## config.mk

```make
export PLATFORM = sky130hd
export DESIGN_NAME = button_conditioner_flat
export DESIGN_NICKNAME = d
export VERILOG_FILES = /design/src/rtl/button_conditioner_if.sv /design/src/rtl/button_conditioner.sv /design/src/flat_wrapper.sv
export SDC_FILE = /design/constraint.sdc
export NUM_CORES = 1
export LEC_CHECK = 0
export BUFFER_PORTS_ARGS = -buffer_cell sky130_fd_sc_hd__clkbuf_2
export CORE_MARGIN = 2
export CORE_UTILIZATION = 50
export DETAILED_ROUTE_END_ITERATION = 12
export PLACE_DENSITY = 0.65
export SKIP_LAST_GASP = 1
export SLEW_MARGIN = 5
export SYNTH_ARGS = -nofsm -noshare
export SYNTH_HDL_FRONTEND = slang
export SYNTH_SLANG_ARGS = --single-unit
export TNS_END_PERCENT = 10
```

## constraint.sdc

```tcl
create_clock -name clk -period 5.6 [get_ports clk]
set_input_delay 1.12 -clock clk [delete_from_list [all_inputs] [get_ports clk]]
set_output_delay 1.12 -clock clk [all_outputs]
set_load 0.005 [all_outputs]
```

## src/rtl/button_conditioner_if.sv

```systemverilog
// Button conditioner signal bundle.
// Groups the raw button input with the debounced level and the three event
// strobes so the conditioner and its consumer share one connection point.
//   button        : raw, asynchronous push-button level (1 = pressed)
//   level         : debounced button state
//   press_pulse   : one-cycle strobe on an accepted press
//   release_pulse : one-cycle strobe on an accepted release
//   long_pulse    : one-cycle strobe after a long hold (once per press)
interface button_conditioner_if;
  logic button;
  logic level;
  logic press_pulse;
  logic release_pulse;
  logic long_pulse;

  // Stimulus / consumer side: drives the raw button, observes the events.
  modport master (
    output button,
    input  level,
    input  press_pulse,
    input  release_pulse,
    input  long_pulse
  );

  // Conditioner side.
  modport slave (
    input  button,
    output level,
    output press_pulse,
    output release_pulse,
    output long_pulse
  );
endinterface

```

## src/rtl/button_conditioner.sv

```systemverilog
// Push-button front end: two-flop synchroniser followed by a counter-based
// debounce FSM that accepts both edges and emits registered one-cycle
// press / release / long-press strobes plus a clean debounced level.
// Ports:
//   clk : system clock, rising edge
//   rst : asynchronous, active-high reset
//   bc  : button_conditioner_if.slave (button in; level and strobes out)
// Parameters:
//   DEBOUNCE_CYCLES   : consecutive stable synchronised samples to accept an edge (>= 1)
//   LONG_PRESS_CYCLES : held cycles after press_pulse before long_pulse (> DEBOUNCE_CYCLES)
module button_conditioner #(
  parameter int unsigned DEBOUNCE_CYCLES   = 2_000_000,
  parameter int unsigned LONG_PRESS_CYCLES = 100_000_000
) (
  input  logic               clk,
  input  logic               rst,
  button_conditioner_if.slave bc
);

  localparam int unsigned CW = $clog2(LONG_PRESS_CYCLES + 1);
  localparam logic [CW-1:0] DEB_C  = CW'(DEBOUNCE_CYCLES);
  localparam logic [CW-1:0] LONG_C = CW'(LONG_PRESS_CYCLES);

  typedef enum logic [2:0] {
    IDLE,
    PRESS_WAIT,
    PRESSED,
    HELD,
    RELEASE_WAIT
  } state_e;

  state_e        state_q, state_d;
  logic          s1_q, s2_q;
  logic [CW-1:0] cnt_q, cnt_d;
  logic [CW-1:0] hold_q, hold_d;
  logic          long_done_q, long_done_d;
  logic          level_q, level_d;
  logic          press_q, press_d;
  logic          release_q, release_d;
  logic          long_q, long_d;

  logic          btn_s;
  logic [CW-1:0] cnt_inc;
  logic          deb_hit;
  logic          long_hit;

  assign btn_s = s2_q;

  // Saturating increment. The counter holds the number of samples already
  // taken, so an edge is accepted on the sample that brings it to the limit.
  assign cnt_inc  = (cnt_q == '1) ? cnt_q : cnt_q + 1'b1;
  assign deb_hit  = (cnt_inc >= DEB_C);
  assign long_hit = (cnt_inc >= LONG_C);

  // State register
  always_ff @(posedge clk or posedge rst) begin
    if (rst) begin
      s1_q        <= 1'b0;
      s2_q        <= 1'b0;
      state_q     <= IDLE;
      cnt_q       <= '0;
      hold_q      <= '0;
      long_done_q <= 1'b0;
      level_q     <= 1'b0;
      press_q     <= 1'b0;
      release_q   <= 1'b0;
      long_q      <= 1'b0;
    end else begin
      s1_q        <= bc.button;
      s2_q        <= s1_q;
      state_q     <= state_d;
      cnt_q       <= cnt_d;
      hold_q      <= hold_d;
      long_done_q <= long_done_d;
      level_q     <= level_d;
      press_q     <= press_d;
      release_q   <= release_d;
      long_q      <= long_d;
    end
  end

  // Next-state logic
  always_comb begin
    state_d     = state_q;
    cnt_d       = cnt_q;
    hold_d      = hold_q;
    long_done_d = long_done_q;
    unique case (state_q)
      IDLE: begin
        cnt_d = '0;
        if (btn_s) begin
          state_d = PRESS_WAIT;
          cnt_d   = CW'(1);
        end
      end
      PRESS_WAIT: begin
        if (!btn_s) begin
          state_d = IDLE;
          cnt_d   = '0;
        end else if (deb_hit) begin
          state_d     = PRESSED;
          cnt_d       = '0;
          long_done_d = 1'b0;
        end else begin
          cnt_d = cnt_inc;
        end
      end
      PRESSED: begin
        if (!btn_s) begin
          // Park the hold count; the counter is borrowed for release debounce.
          state_d = RELEASE_WAIT;
          hold_d  = cnt_q;
          cnt_d   = CW'(1);
        end else if (long_hit) begin
          state_d     = HELD;
          long_done_d = 1'b1;
          cnt_d       = cnt_inc;
        end else begin
          cnt_d = cnt_inc;
        end
      end
      HELD: begin
        if (!btn_s) begin
          state_d = RELEASE_WAIT;
          cnt_d   = CW'(1);
        end
      end
      RELEASE_WAIT: begin
        if (btn_s) begin
          // Release bounce: resume the interrupted hold without any strobe.
          state_d = long_done_q ? HELD : PRESSED;
          cnt_d   = hold_q;
        end else if (deb_hit) begin
          state_d = IDLE;
          cnt_d   = '0;
        end else begin
          cnt_d = cnt_inc;
        end
      end
      default: begin
        state_d = IDLE;
        cnt_d   = '0;
      end
    endcase
  end

  // Output logic (strobes and level are registered)
  always_comb begin
    press_d   = (state_q == PRESS_WAIT)   &&  btn_s && deb_hit;
    release_d = (state_q == RELEASE_WAIT) && !btn_s && deb_hit;
    long_d    = (state_q == PRESSED)      &&  btn_s && long_hit;
    level_d   = level_q;
    if (press_d) begin
      level_d = 1'b1;
    end else if (release_d) begin
      level_d = 1'b0;
    end
  end

  assign bc.level         = level_q;
  assign bc.press_pulse   = press_q;
  assign bc.release_pulse = release_q;
  assign bc.long_pulse    = long_q;

endmodule

```

## src/flat_wrapper.sv

```systemverilog
// flat-port wrapper written by rule: the top's interface ports become plain ports
module button_conditioner_flat 
#(
  parameter int unsigned DEBOUNCE_CYCLES   = 2_000_000,
  parameter int unsigned LONG_PRESS_CYCLES = 100_000_000
)
  (clk, rst, bc_button, bc_level, bc_press_pulse, bc_release_pulse, bc_long_pulse);
  button_conditioner_if bc_i ();
  input  logic clk;
  input  logic rst;
  input wire logic [$bits(bc_i.button)-1:0] bc_button;
  output wire logic [$bits(bc_i.level)-1:0] bc_level;
  output wire logic [$bits(bc_i.press_pulse)-1:0] bc_press_pulse;
  output wire logic [$bits(bc_i.release_pulse)-1:0] bc_release_pulse;
  output wire logic [$bits(bc_i.long_pulse)-1:0] bc_long_pulse;
  assign bc_i.button = bc_button;
  assign bc_level = bc_i.level;
  assign bc_press_pulse = bc_i.press_pulse;
  assign bc_release_pulse = bc_i.release_pulse;
  assign bc_long_pulse = bc_i.long_pulse;
  button_conditioner #(.DEBOUNCE_CYCLES(DEBOUNCE_CYCLES), .LONG_PRESS_CYCLES(LONG_PRESS_CYCLES)) u_core (.clk(clk), .rst(rst), .bc(bc_i));
endmodule
```

==> results of run 1 <==
==> power groups by stage <==
stage                     logic [mW]  registers (mW)  clock network, mW
final                         0.0290           0.469              0.508
after global routing          0.0330           0.470              0.535
after CTS                     0.0295           0.469              0.515
after detailed placement      0.0296           0.478                  0
after global placement        0.0287           0.478                  0
after floorplan               0.0242           0.475                  0
==> routing by layer <==
layer / up-vias / global-route usage, %
li1: 1413 / -
met1: 1498 / 31.1
met2: 73 / 35.0
met3: 19 / 7.01
met4: 0 / 8.59
met5: - / 0
==> critical path: stages, from the launching register on <==
cell and delay (ns):
dfrtp_1 0.46, ha_1 0.32, nand4_1 0.16, nor4_1 0.56
buf_4 0.28, a211oi_1 0.10, and3_1 0.20, o211a_1 0.21
o211a_1 0.26, o2bb2ai_4 0.55, o21ai_1 0.12, a221o_1 0.30
==> cell families after synthesis <==
| logic type | count (synthesis) |
|---|---|
| xor gates and xnor gates | 15 |
| and+or+nand+nor | 131 |
| muxes | 32 |
| AOI/OAI and AO/OA | 101 |
| adders and majority gates | 1 |
| DFF | 64 |
| buffers and inverters | 36 |
==> placed cells by master, fill, tap and decap left out, types with 9 or more instances in the layout <==
cell,synthesis,routed
nand4_1,13,13
dfrtp_1,64,64
nor2_1,17,17
o21ai_0,16,16
nor3_1,10,9
nand3_1,12,12
mux2_2,27,27
nand2_1,29,29
a22oi_1,16,16
o21ai_1,13,13
clkbuf_8,0,11
xnor2_1,12,12
a21oi_1,14,14
==> how the worst min path moves through the flow <==
stage,end,cells past startpoint
floorplan,u_core.btn_s,0
global placement,u_core.btn_s,0
detailed placement,u_core.btn_s,0
CTS,u_core.btn_s,0
global route,u_core.btn_s,0
finish,u_core.btn_s,0
==> cell type report <==
cell class                 instances  area, sq um  area share [%]
clock buffer                      11          151            3.73
clock inverter                     5          103            2.53
inverter                           8         30.0           0.739
multi-input combinational        280         1990            49.1
sequential                        64         1600            39.4
tap                               99          124            3.05
timing repair buffer              10         60.1            1.48
==> impl_metrics.csv, run 1 <==
group,metric,value,unit
status,status,"complete, no violations",
die,die_x,90.6,um
placed_design,port_buffers,6,
finish,reg_top3,"u_core.cnt_q (27), u_core.hold_q (27), u_core.state_q (3)",
logic_synthesis,synth_common_cells,"dfrtp_1 (64), nand2_1 (29), mux2_2 (27)",
clock_network,cts_buffers,9,
pwr,internal-power,0.791,mW
logic_synthesis,avgSynthCellArea,9.86,sq um
logic_synthesis,synth_ff_type,"dfrtp_1",
pwr,p_leak,1.72,nW
timing,hold_viol,0,
placed_design,place_inst,461,
logic_synthesis,netlist.area_leader.share,42.8,%
placed_design,place.gp.congestion,0.908,
global_route,grt_max_degree,65,
timing,relSlewSlack,24.5,%
routing,dr.max_layer_used,"met4",
routing,via_per_inst,6.30,
worst_setup_path,r2r-end,"u_core.cnt_q[3]",
die,coreArea,7250,sq um
timing,drv_slew,0,
worst_setup_path,cp.arrival,3.90,ns
routing,met2_length,3970,um
routing,drc,0,
pwr,switchingPower,0.215,mW
worst_setup_path,critical_path_required,5.86,ns
pwr,seq_power_share,46.7,%
logic_synthesis,post-synth-top-count-cell,"dfrtp_1",
finish,instances_no_fill,477,
routing,vias,3003,
timing,fin_hold_ws,0.356,ns
die,rows,31,
clock_network,cts_setup_buffers,0,
pwr,p_clk_share,50.5,%
logic_synthesis,post_synth_and_or_nand_nor_area_fraction,20.4,%
die,io_pins,7,
routing,drt-met1-wl,4160,um
clock_network,htreeDepth,3,
placed_design,placed_area,3810,sq um
pwr,cellPowerDensity,248,nW/um^2
placed_design,dp_hpwl,5800,um
clock_network,cts_tree,"yes",
logic_synthesis,synth-compound-area-share,19.2,%
clock_network,path_clk_slew,0.09,ns
pwr,vdd_drop_max,0.000163,V
timing,setup_viol,0,
routing,ant_nets,0,
timing,fin_ws,1.96,ns
worst_setup_path,crit_path_end,"u_core.cnt_q[3]",
worst_setup_path,cp-end-kind,"flop",
timing,finalCritPeriodShare,65.0,%
logic_synthesis,synthXorXnorAreaFrac,3.71,%
min_path,hold_path_class,"reg -> reg",
die,start_util,51.6,%
finish,area_growth,8.45,%
logic_synthesis,muxShareOfSynthArea,9.45,%
routing,drtPass1Iterations,5,
global_route,overflow,0,
timing,tightest_slew,1.13,ns
global_route,track_usage,23.0,%
finish,fill_cells,659,
logic_synthesis,syn-cell-area,3750,sq um
clock_network,cts.repair.resized,0,
timing,min_period,3.64,ns
finish,finalCoreUtilization,56.0,%
logic_synthesis,synth_warnings,0,
pwr,p_total,1.01,mW
global_route,antenna_found_initial,0,
timing,fmax,275,MHz
clock_network,max-clock-path-buffers,2,
die,die_h,90.6,um
placed_design,post-place-ws,2.01,ns
logic_synthesis,synth_edf_count,0,
logic_synthesis,synth_top_area_cell,"dfrtp_1",
logic_synthesis,synth-adder-area-share,0.334,%
routing,routed_wl,8780,um
routing,wl_met3,412,um
clock_network,worstSkewPairLatency,0.37,ns
routing,drtIter0Drc,202,
logic_synthesis,syn_inst,380,
timing,skew,0.0185,ns
logic_synthesis,synthArstFlopShare,100,%
clock_network,clock_sink_count,64,
clock_network,root_buffer,"clkbuf_8",
die,die_area,8200,sq um
finish,antenna_cells,0,
worst_setup_path,reg2reg_depth,11,
timing,fin_tns_setup,0,ns
logic_synthesis,synth-seq-area-share,42.8,%
finish,drive_gt1_share,19.0,%
logic_synthesis,ys_ff_latch,64,
worst_setup_path,path_class,"reg -> reg",
logic_synthesis,synth_cell_types,67,
logic_synthesis,synthTopCellsByArea,"dfrtp_1 (43%), mux2_2 (8.1%), a22oi_1 (3.2%), nand2_1 (2.9%), xnor2_1 (2.8%)",
clock_network,postCtsHoldBufs,0,
finish,finalInstanceArea,4060,sq um
pwr,netSwitchingFraction,21.4,%
flow_run,maxCapViolCount,0,
worst_setup_path,critPathLaunch,"u_core.cnt_q[1]",
worst_setup_path,rrSetupSlack,1.96,ns
global_route,grt_pass1_vias,2946,
worst_setup_path,cp_max_fo,27,
worst_setup_path,r2r_start,"u_core.cnt_q[1]",
global_route,grt_first_pass_wirelength,14900,um
logic_synthesis,synth_top_family_by_area,"simple AND/OR/NAND/NOR gates",
logic_synthesis,synthesis.nets,384,
worst_setup_path,critPathLaunchType,"flop",
finish,nets,377,
routing,wl_per_cell,18.4,um
min_path,min_from,"u_core.s1_q",
pwr,combPwrFrac,2.9,%
timing,rsz0062_at_grt,"false",
Note: power is estimated with default switching activity, not from simulation.
==> run 2, diff against run 1 <==
- PLACE_DENSITY: 0.65 -> 0.67
- clock period: 5.6 -> 3.2 ns (I/O delays scaled with it)
==> run 2 against run 1 <==
Die area unchanged. Core utilization grew 4.2 points. Final cell count rose by 9.4%. Combinational power is 130% higher. Register-to-register slack lost 1.8 ns. Critical path depth fell by 1. Cell area grew 7.5%. Largest cell class unchanged. Maximum frequency increased by 19%. Clock skew is 0.0049 ns lower. First-iteration DRC count decreased by 3.5%. Wire length is 7.1% higher. Worst setup slack worse by 1.8 ns.
==> impl_metrics.csv, run 2 (same netlist as run 1, synthesis figures left out) <==
group,metric,value,unit
global_route,grt_max_degree,54,
timing,tightest_slew,1.11,ns
timing,skew,0.0135,ns
min_path,min_from,"u_core.s1_q",
die,die_area,8200,sq um
pwr,vdd_drop_max,0.000194,V
clock_network,clock_sink_count,64,
placed_design,place_inst,504,
routing,drtIter0Drc,195,
global_route,track_usage,24.2,%
status,status,"complete, no violations",
pwr,internal-power,1.15,mW
die,die_h,90.6,um
finish,area_growth,16.6,%
global_route,overflow,0,
clock_network,max-clock-path-buffers,2,
placed_design,post-place-ws,-0.0893,ns
finish,antenna_cells,0,
clock_network,postCtsHoldBufs,0,
routing,drc,0,
global_route,grt_pass1_vias,3216,
finish,final_cell_mix,"dfrtp_1 (62), buf_4 (48), nand2_1 (29), mux2_2 (27), nor2_1 (17)",
die,start_util,51.6,%
worst_setup_path,path_class,"reg -> reg",
die,rows,31,
min_path,whs_path_depth,0,
clock_network,path_clk_slew,0.08,ns
finish,nets,422,
timing,finalCritPeriodShare,95.9,%
timing,relSlewSlack,25.7,%
placed_design,dp_hpwl,6670,um
pwr,switchingPower,0.396,mW
worst_setup_path,cp_max_fo,7,
worst_setup_path,cp.arrival,3.31,ns
worst_setup_path,rrSetupSlack,0.13,ns
global_route,grt_first_pass_wirelength,15800,um
timing,min_period,3.07,ns
finish,finalInstanceArea,4370,sq um
routing,vias,3244,
die,coreArea,7250,sq um
worst_setup_path,critical_path_required,3.44,ns
clock_network,cts_tree,"yes",
timing,fmax,326,MHz
worst_setup_path,cp-end-kind,"flop",
pwr,p_clk_share,42.7,%
timing,fin_tns_setup,0,ns
clock_network,cts_buffers,9,
routing,ant_nets,0,
worst_setup_path,reg2reg_depth,10,
flow_run,maxCapViolCount,0,
clock_network,htreeDepth,3,
finish,drive_gt1_share,28.1,%
routing,via_per_inst,6.21,
finish,fill_cells,642,
pwr,combPwrFrac,4.3,%
worst_setup_path,r2r-end,"u_core.cnt_q[12]",
placed_design,port_buffers,6,
finish,instances_no_fill,522,
timing,fin_ws,0.130,ns
pwr,seq_power_share,53.0,%
pwr,cellPowerDensity,353,nW/um^2
min_path,hold_path_class,"reg -> reg",
routing,wl_per_cell,18.0,um
die,io_pins,7,
pwr,p_leak,1.94,nW
global_route,antenna_found_initial,0,
timing,rsz0062_at_grt,"true",
die,die_x,90.6,um
finish,final_common_cell,"dfrtp_1",
clock_network,worstSkewPairLatency,0.35,ns
worst_setup_path,r2r_start,"u_core.cnt_q[10]",
timing,hold_viol,0,
timing,setup_viol,0,
finish,finalCoreUtilization,60.2,%
placed_design,placed_area,4130,sq um
worst_setup_path,critPathLaunchType,"flop",
timing,drv_slew,0,
routing,drtPass1Iterations,4,
routing,routed_wl,9400,um
pwr,netSwitchingFraction,25.6,%
min_path,min_to,"u_core.btn_s",
placed_design,place.gp.congestion,1.03,
clock_network,root_buffer,"clkbuf_8",
finish,reg_top3,"u_core.cnt_q (27), u_core.hold_q (27), u_core.state_q (3)",
## run 2: final cells by class
class | instances | area, sq um | share of cell area (%)
inverters | 8 | 30.0 | 0.687
repair buffers | 55 | 410 | 9.40
multi-input cells | 280 | 2010 | 46.0
clock buffers | 10 | 138 | 3.15
well taps | 99 | 124 | 2.84
clock inverters | 6 | 51.3 | 1.17
flip-flops and latches | 64 | 1600 | 36.7
## run 2: what timing repair did
| item | 4_1_cts | 5_1_grt |
|---|---|---|
| setup buffers | 2 | 0 |
| pin swaps | 1 | 0 |
| gates resized for setup | 0 | 4 |
| endpoints found under the setup margin | 5 | 15 |
## run 2: stage by stage
stage / hold WS [ns] / total power, mW
after floorplan: 0.331 / 0.874
after global placement: 0.335 / 0.894
after detailed placement: 0.346 / 0.896
after CTS: 0.366 / 1.56
after global routing: 0.364 / 1.60
final: 0.360 / 1.54
## run 2: layer usage
metal / wire length [um] / global-route usage, % / up-vias
li1: - / - / 1507
met1: 4210 / 32.8 / 1605
met2: 4440 / 38.1 / 115
met3: 596 / 6.59 / 17
met4: 152 / 7.18 / 0
met5: 0 / 0 / -
## run 2: critical path: stages (launching register included)
cell	delay (ns)
dfrtp_2	0.44
nand4_4	0.16
or4_4	0.55
or3_4	0.43
xor2_2	0.18
nor4_4	0.32
nand2_2	0.13
a2bb2oi_2	0.17
buf_4	0.18
a32o_1	0.25
a21o_1	0.14
## run 2: worst max-delay path by stage
stage / from / to / slack (ns)
after floorplan: u_core.cnt_q[0] / u_core.cnt_q[23] / 0.23
after global routing: u_core.cnt_q[2] / u_core.cnt_q[8] / -0.008
after global placement: u_core.cnt_q[10] / u_core.cnt_q[3] / 0.06
after detailed placement: u_core.cnt_q[10] / u_core.cnt_q[2] / -0.09
final: u_core.cnt_q[10] / u_core.cnt_q[12] / 0.13
after CTS: u_core.cnt_q[10] / u_core.cnt_q[12] / 0.03
## run 2: power groups by stage
stage | Clock [mW] | Sequential, mW | Combinational, mW
global route | 0.702 | 0.819 | 0.0742
finish | 0.660 | 0.818 | 0.0657
global placement | 0 | 0.834 | 0.0604
detailed placement | 0 | 0.834 | 0.0621
CTS | 0.679 | 0.818 | 0.0667
floorplan | 0 | 0.832 | 0.0424
==> run 3, diff against run 2 <==
- CORE_UTILIZATION: 50 -> 57
- PLACE_DENSITY: 0.67 -> 0.75
==> run 3 against run 2 <==
Combinational power down 3%. Clock-buffer cell count stayed put. Worst setup slack lost 0.0086 ns. Largest cell class unchanged. Clock skew is essentially flat. Sequential power about the same. Non-clock buffer count is 3 lower. Via count is 0.28% lower. Clock power down 0.6%. Cell area decreased by 1.1%. Core utilization rose by 7.8 points.
==> impl_metrics.csv, run 3 (same netlist as run 1, synthesis figures left out) <==
group,metric,value,unit
placed_design,place.gp.congestion,0.961,
pwr,p_leak,1.93,nW
timing,skew,0.0137,ns
clock_network,cts_tree,"yes",
routing,via_per_inst,6.51,
finish,final_common_cell,"dfrtp_1",
flow_run,maxCapViolCount,0,
die,coreArea,6350,sq um
global_route,grt_first_pass_wirelength,15600,um
finish,fill_cells,488,
status,status,"complete, no violations",
routing,vias,3235,
global_route,antenna_found_initial,0,
routing,wl_per_cell,18.5,um
clock_network,htreeDepth,3,
pwr,vdd_drop_max,0.000253,V
global_route,grt_max_degree,42,
placed_design,place_inst,481,
pwr,seq_power_share,53.2,%
worst_setup_path,critPathLaunchType,"flop",
clock_network,max-clock-path-buffers,2,
pwr,p_total,1.54,mW
finish,instances_no_fill,497,
worst_setup_path,path_class,"reg -> reg",
clock_network,cts_buffers,9,
min_path,hold_path_class,"reg -> reg",
finish,reg_top3,"u_core.cnt_q (27), u_core.hold_q (27), u_core.state_q (3)",
clock_network,path_clk_slew,0.07,ns
worst_setup_path,cp-end-kind,"flop",
timing,rsz0062_at_grt,"true",
die,die_h,85.1,um
finish,area_growth,15.3,%
die,die_x,85.1,um
worst_setup_path,critical_path_required,3.43,ns
pwr,netSwitchingFraction,25.4,%
worst_setup_path,cp_max_fo,6,
timing,relSlewSlack,43.7,%
timing,drv_slew,0,
routing,drtPass1Iterations,5,
timing,setup_viol,0,
placed_design,port_buffers,6,
worst_setup_path,slowest_delay,0.49,ns
finish,final_cell_mix,"dfrtp_1 (63), buf_4 (45), nand2_1 (29), mux2_2 (27), nor2_1 (17)",
routing,ant_nets,0,
routing,drtIter0Drc,268,
global_route,grt_pass1_vias,3196,
finish,drive_gt1_share,27.9,%
timing,fin_tns_setup,0,ns
worst_setup_path,crit_chain,"nand4_2 -> or3_4 -> a2111oi_1 -> xnor2_1 -> nor4_4 -> nand2_2 -> a2bb2oi_2 -> buf_4 -> a221oi_1 -> nor2_1",
timing,tightest_slew,0.844,ns
pwr,combPwrFrac,4.1,%
die,start_util,59.0,%
die,io_pins,7,
pwr,p_clk_share,42.6,%
clock_network,worstSkewPairLatency,0.36,ns
timing,fmax,325,MHz
pwr,cellPowerDensity,356,nW/um^2
routing,drc,0,
timing,finalCritPeriodShare,96.2,%
placed_design,dp_hpwl,6700,um
pwr,internal-power,1.15,mW
timing,min_period,3.08,ns
global_route,track_usage,27.1,%
timing,hold_viol,0,
clock_network,clock_sink_count,64,
die,die_area,7240,sq um
worst_setup_path,cp.arrival,3.31,ns
routing,routed_wl,9180,um
clock_network,root_buffer,"clkbuf_8",
pwr,switchingPower,0.392,mW
finish,antenna_cells,0,
finish,nets,419,
global_route,overflow,0,
worst_setup_path,crit_path_top_delay_cell,"a2111oi_1",
die,rows,29,
finish,finalCoreUtilization,68.0,%
==> run 3: layout make-up <==
cell class	instances	area, sq um	area share [%]
multi-input cells	280	2010	46.6
flip-flops and latches	64	1600	37.1
repair buffers	52	388	8.98
clock buffers	10	138	3.19
well taps	77	96.3	2.23
clock inverters	6	51.3	1.19
inverters	8	30.0	0.695
==> run 3: timing repair <==
action | 4_1_cts | 5_1_grt
endpoints found under the setup margin | 0 | 8
hold buffers | 0 | 0
buffers inserted | 0 | 0
resized for setup | 0 | 4
==> run 3: stage by stage <==
step                      cell area [sq um]  setup WS [ns]  hold WS [ns]
after floorplan                        3750          0.225         0.331
after global placement                 4110          0.230         0.338
after detailed placement               4110         0.0994         0.350
after CTS                              4300         0.0857         0.368
after global routing                   4320        -0.0160         0.370
final                                  4320          0.122         0.363
==> run 3: metal layers <==
metal | vias up | wire length, um | global-route usage (%)
li1 | 1500 | - | -
met1 | 1598 | 4060 | 37.0
met2 | 114 | 4380 | 43.0
met3 | 23 | 540 | 4.86
met4 | 0 | 206 | 10.7
met5 | - | 0 | 0
==> run 3: path summary, 6_finish.rpt <==
path | start | end | slack [ns] | cells after the start
hold reg to reg | u_core.s1_q | u_core.btn_s | 0.36 | 0
setup / recovery | u_core.cnt_q[9] | u_core.cnt_q[18] | 0.12 | 10
setup reg to reg | u_core.cnt_q[9] | u_core.cnt_q[18] | 0.12 | 10
max in group asynchronous | rst | u_core.cnt_q[3] | 2.04 | 3
min in group asynchronous | rst | u_core.hold_q[20] | 0.42 | 2
hold / removal | u_core.s1_q | u_core.btn_s | 0.36 | 0
==> run 3: power groups by stage <==
| stage | registers, mW | clock network, mW | logic [mW] |
|---|---|---|---|
| 2_1_floorplan | 0.832 | 0 | 0.0424 |
| 3_3_place_gp | 0.834 | 0 | 0.0626 |
| 3_5_place_dp | 0.834 | 0 | 0.0646 |
| 4_1_cts | 0.818 | 0.669 | 0.0650 |
| 5_1_grt | 0.819 | 0.698 | 0.0711 |
| 6_report | 0.819 | 0.656 | 0.0637 |
==> run 3: worst max-delay path: cells and delay by family, from the launching register on <==
family                 cells  cell delay, ns
buffers and inverters      1            0.17
flip-flops                 1            0.38
AO/OA/AOI/OAI              3            0.94
XOR/XNOR                   1            0.24
AND/OR/NAND/NOR            5            1.21
